[config.mk]
export PLATFORM = sky130hd
export DESIGN_NAME = mem_master
export DESIGN_NICKNAME = d
export VERILOG_FILES = /design/src/rtl/mem_master.sv
export SDC_FILE = /design/constraint.sdc
export NUM_CORES = 1
export LEC_CHECK = 0
export ABC_AREA = 0
export CAP_MARGIN = 20
export CORE_MARGIN = 10
export CORE_UTILIZATION = 43
export DETAILED_ROUTE_END_ITERATION = 7
export PLACE_DENSITY = 0.81
export SYNTH_ARGS = -nofsm -noshare
export SYNTH_HDL_FRONTEND = slang
export SYNTH_SLANG_ARGS = --single-unit
[constraint.sdc]
create_clock -name I_clk -period 3 [get_ports I_clk]
set_input_delay 0.45 -clock I_clk [delete_from_list [all_inputs] [get_ports I_clk]]
set_output_delay 0.45 -clock I_clk [all_outputs]
set_load 0.05 [all_outputs]
[src/rtl/mem_master.sv]
// CPU-side load/store initiator for the byte-addressed block RAM.
// One request at a time: range check, one-cycle RAM strobe, load capture and extend.
module mem_master #(
  parameter int MEM_BYTES = 2048,
  parameter int ADDR_W    = 16
) (
  input  logic              I_clk,
  input  logic              I_reset,
  input  logic              I_req,
  output logic              O_ready,
  input  logic              I_we,
  input  logic [1:0]        I_size,
  input  logic              I_signed,
  input  logic [ADDR_W-1:0] I_addr,
  input  logic [15:0]       I_wdata,
  output logic              O_done,
  output logic              O_fault,
  output logic [15:0]       O_rdata,
  output logic              O_ram_enable,
  output logic              O_ram_write,
  output logic [1:0]        O_ram_size,
  output logic [15:0]       O_ram_addr,
  output logic [15:0]       O_ram_wdata,
  input  logic [15:0]       I_ram_rdata
);

  typedef enum logic [1:0] {
    ST_IDLE,
    ST_ISSUE,
    ST_CAPTURE,
    ST_DONE
  } state_t;

  localparam logic [ADDR_W:0] LP_LIM = (ADDR_W+1)'(MEM_BYTES);

  state_t            r_state;
  state_t            w_state_nxt;
  logic              r_signed;
  logic              w_accept;
  logic              w_legal;
  logic              w_size_ok;
  logic [ADDR_W:0]   w_addr_x;
  logic [ADDR_W:0]   w_addr_p1;
  logic [15:0]       w_ext;

  assign O_ready  = I_reset && (r_state == ST_IDLE);
  assign w_accept = O_ready && I_req;

  // addr+1 is one bit wider so the top address cannot wrap back into range
  assign w_addr_x  = {1'b0, I_addr};
  assign w_addr_p1 = w_addr_x + (ADDR_W+1)'(1);
  assign w_size_ok = (I_size == 2'd1) || (I_size == 2'd2);
  assign w_legal   = w_size_ok
                   && (w_addr_x < LP_LIM)
                   && !((I_size == 2'd2) && (w_addr_p1 >= LP_LIM));

  always_comb begin
    w_state_nxt = r_state;
    unique case (r_state)
      ST_IDLE: begin
        if (w_accept) begin
          w_state_nxt = w_legal ? ST_ISSUE : ST_DONE;
        end
      end
      ST_ISSUE:   w_state_nxt = ST_CAPTURE;
      ST_CAPTURE: w_state_nxt = ST_DONE;
      ST_DONE:    w_state_nxt = ST_IDLE;
      default:    w_state_nxt = ST_IDLE;
    endcase
  end

  always_ff @(posedge I_clk) begin
    if (!I_reset) begin
      r_state <= ST_IDLE;
    end else begin
      r_state <= w_state_nxt;
    end
  end

  always_comb begin
    w_ext = I_ram_rdata;
    unique case (1'b1)
      (O_ram_size == 2'd1) && r_signed:
        w_ext = {{8{I_ram_rdata[7]}}, I_ram_rdata[7:0]};
      (O_ram_size == 2'd1) && !r_signed:
        w_ext = {8'h00, I_ram_rdata[7:0]};
      default:
        w_ext = I_ram_rdata;
    endcase
  end

  always_ff @(posedge I_clk) begin
    if (!I_reset) begin
      O_ram_enable <= 1'b0;
      O_ram_write  <= 1'b0;
      O_ram_size   <= 2'd1;
      O_ram_addr   <= '0;
      O_ram_wdata  <= '0;
      O_done       <= 1'b0;
      O_fault      <= 1'b0;
      O_rdata      <= '0;
      r_signed     <= 1'b0;
    end else begin
      O_ram_enable <= (w_state_nxt == ST_ISSUE);
      O_done       <= (w_state_nxt == ST_DONE);
      O_fault      <= w_accept && !w_legal;
      if (w_accept) begin
        r_signed <= I_signed;
        // rejected requests leave the RAM port untouched
        if (w_legal) begin
          O_ram_write <= I_we;
          O_ram_size  <= I_size;
          O_ram_addr  <= 16'(I_addr);
          O_ram_wdata <= I_wdata;
        end
      end
      if ((r_state == ST_CAPTURE) && !O_ram_write) begin
        O_rdata <= w_ext;
      end
    end
  end

endmodule

==> impl_metrics.ini <==
[route]
ant_nets = 0
drt_pass1_iterations = 4
met1Wirelength_um = 2630
vias_per_cell = 4.72
drt_iter0_markers = 61
topRoutingLayerUsed = met4
drc_errors = 0
wl_per_cell_um = 15.0
wl_met3_um = 630
num_vias = 2054
wl_met2_um = 3170
drt-total-wl_um = 6530

[outcome]
status = finished clean

[pwr]
pwr-share-seq = 0.388
powerDensity_nw_per_um2 = 649
power_uw = 2310
comb_power_share = 0.356
internal_power_uw = 1460
sw_frac_of_total = 0.367
p_clk_frac = 0.256
vdd_ir_drop_max_uv = 380
netSwitchingPower_uw = 850
p_leak_uw = 0.00132

[floorplan]
die_h_um = 92.9
fp.dieW_um = 92.9
ioPinCount = 110
die_area_um2 = 8620
start_util = 0.444
coreArea_um2 = 5140
row_count = 26

[sta]
setup_viol = 0
relSlewSlack = 0.503
setup_ws_ns = 0.719
report.final.slew_viol_count = 0
period_share = 0.760
setup_tns_ns = 0
layout_min_cycle_time_ns = 2.28
tightest_slew_ns = 0.745
hold_viol_final = 0
fmax_mhz = 438
rsz0062_at_grt = no
clock_skew_ns = 0.00685

[layout]
drive_gt1_frac = 0.0575
fin_nets = 420
fin_cells = 435
antenna_cells = 0
fill_cells = 437
syn2layout_area_growth_pct = 56.2
final_area_um2 = 3570

[cts]
cts_buffers = 9
clkSinkCount = 57
htree_levels = 3
cts_resized = 0
tritoncts = yes
root_buffer = clkbuf_8
post-cts-setup-buffer-count = 0
cts.clk_slew.worst_paths_ns = 0.06
clk_path_buf_depth = 2
postCtsHoldBufs = 0
clock_latency_ns = 0.32

[setup_path]
cp.required_ns = 2.55
crit_type = flip-flop to output port
cp_slowest_cell = clkdlybuf4s50_1
crit_arrival_ns = 1.83
crit_chain = inv_1, ha_1, and2_1, clkdlybuf4s50_1
cp_max_fo = 3
endpoint_kind = output port
cp-start-kind = flip-flop
cpPeakStageDelay_ns = 0.82

[placement]
dp_hpwl_um = 4930
post-place-cells = 419
pre_cts_ws_ns = 0.690
gp_congestion = 0.689
dpl-instance-area_um2 = 3400
port-buffer-count = 109

[global_routing]
grt_start_max_net_pins = 84
grt_pass1_vias = 2180
grt-ovfl-total = 0
grt_antenna_before_repair = 0
grt_pass1_wl_um = 10800
grt_use_total = 0.156

[synthesis]
synth-seq-cells = 57
ys_types = 27
syn-cell-area_um2 = 2280
synth_area_leader_cell = dfxtp_1
ys_seq_area_frac = 0.500
synth.avg_cell_area_um2 = 8.99
syn-num-nets = 313
yosys_warnings = 0
synth_area_leaders = dfxtp_1, nand2_1, mux2i_1, a21boi_0, o21ai_0
synth_top_area_share = 0.500
synthCells = 254

[run]
max-cap-violations = 0

[min_path]
hold_path_class = flip-flop to flip-flop
==> final cells by class <==
type	instances	area, um^2	area share
sequential	57	1140	0.320
timing repair buffer	112	1120	0.314
multi-input combinational	177	1040	0.292
clock buffer	11	141	0.0396
tap	70	87.6	0.0246
clock inverter	4	20.0	0.00561
inverter	4	15.0	0.00421
==> Yosys cell counts <==
master and count:
nand2_1 84, dfxtp_1 57, mux2i_1 29, a21boi_0 11
clkbuf_1 11, o21ai_0 11, a21oi_1 9, and3_1 8
ha_1 4, inv_1 4, nor2_1 4, nand2b_1 3
nand4_1 3, a31oi_1 2, buf_4 2, and2_1 1
buf_2 1, buf_6 1, buf_8 1, nand3_1 1
nand4_4 1, nor2_4 1, nor2b_1 1, nor3_1 1
nor3_4 1, o221ai_1 1, or3_1 1
==> flip-flops by register name, summed over array words and instances (netlist names) <==
name,flops
O_fault,1
r_signed,1
O_ram_addr,16
O_ram_write,1
O_ram_wdata,16
O_ram_enable,1
O_done,1
O_rdata,16
O_ram_size,2
r_state,2
==> through the flow <==
stage,hold slack [ns],util
detailed placement,0.448,0.661
finish,0.455,0.694
floorplan,0.436,-
CTS,0.460,0.692
global route,0.482,0.694
global placement,0.441,0.661
==> placed cells by master (no fill, tap or decap) <==
master           instances
or3_1                    1
dfxtp_1                 57
and2_1                   1
nor3_4                   1
o21ai_0                 11
mux2i_1                 29
nand4_1                  3
nor2_4                   1
clkinv_2                 4
inv_1                    4
a21oi_1                  9
and3_1                   8
nor2_1                   4
a31oi_1                  2
nand3_1                  1
clkbuf_8                10
a21boi_0                11
nor2b_1                  1
nand4_4                  1
nand2_1                 84
ha_1                     4
buf_2                    1
nor3_1                   1
o221ai_1                 1
clkbuf_1                 1
clkdlybuf4s50_1        108
buf_12                   1
buf_4                    2
nand2b_1                 3
==> worst paths after layout <==
| kind | to | slack [ns] | cells past startpoint | startpoint |
|---|---|---|---|---|
| max | O_ready | 0.72 | 4 | r_state[0] |
| min | O_ram_addr[7] | 0.45 | 2 | O_ram_addr[7] |
| max reg2reg | O_ram_wdata[11] | 1.22 | 7 | r_state[0] |
| min reg2reg | O_ram_addr[7] | 0.45 | 2 | O_ram_addr[7] |
==> routing by layer <==
metal,vias to the layer above,GRT usage
met1,928,0.169
met4,0,0.0694
met5,-,0
li1,1054,-
met2,65,0.253
met3,7,0.0734
==> power by group through the flow <==
stage	Sequential (uW)	Clock [uW]	Combinational, uW
3_3_place_gp	909	0	811
3_5_place_dp	912	0	825
4_1_cts	897	614	827
5_1_grt	911	648	894
2_1_floorplan	1180	0	255
6_report	897	593	824
==> worst max-delay path, delay by kind of cell, from the launching register on <==
kind / cells / cell delay [ns]
adder cells (fa/ha/maj): 1 / 0.16
buffers and inverters: 2 / 0.92
AND/OR/NAND/NOR: 1 / 0.12
flip-flops: 1 / 0.31
==> cells by family (layout without fill, tap and decap cells) <==
logic type               count (synthesis)  in the layout  synth area share
multiplexers                            29             29             0.127
buffers and inverters                   20            131            0.0449
AO/OA/AOI/OAI                           34             34            0.0893
AND/OR/NAND/NOR                        110            110             0.217
adder cells (fa/ha/maj)                  4              4            0.0219
flip-flops                              57             57             0.500
(Power assumes the default switching activity.)
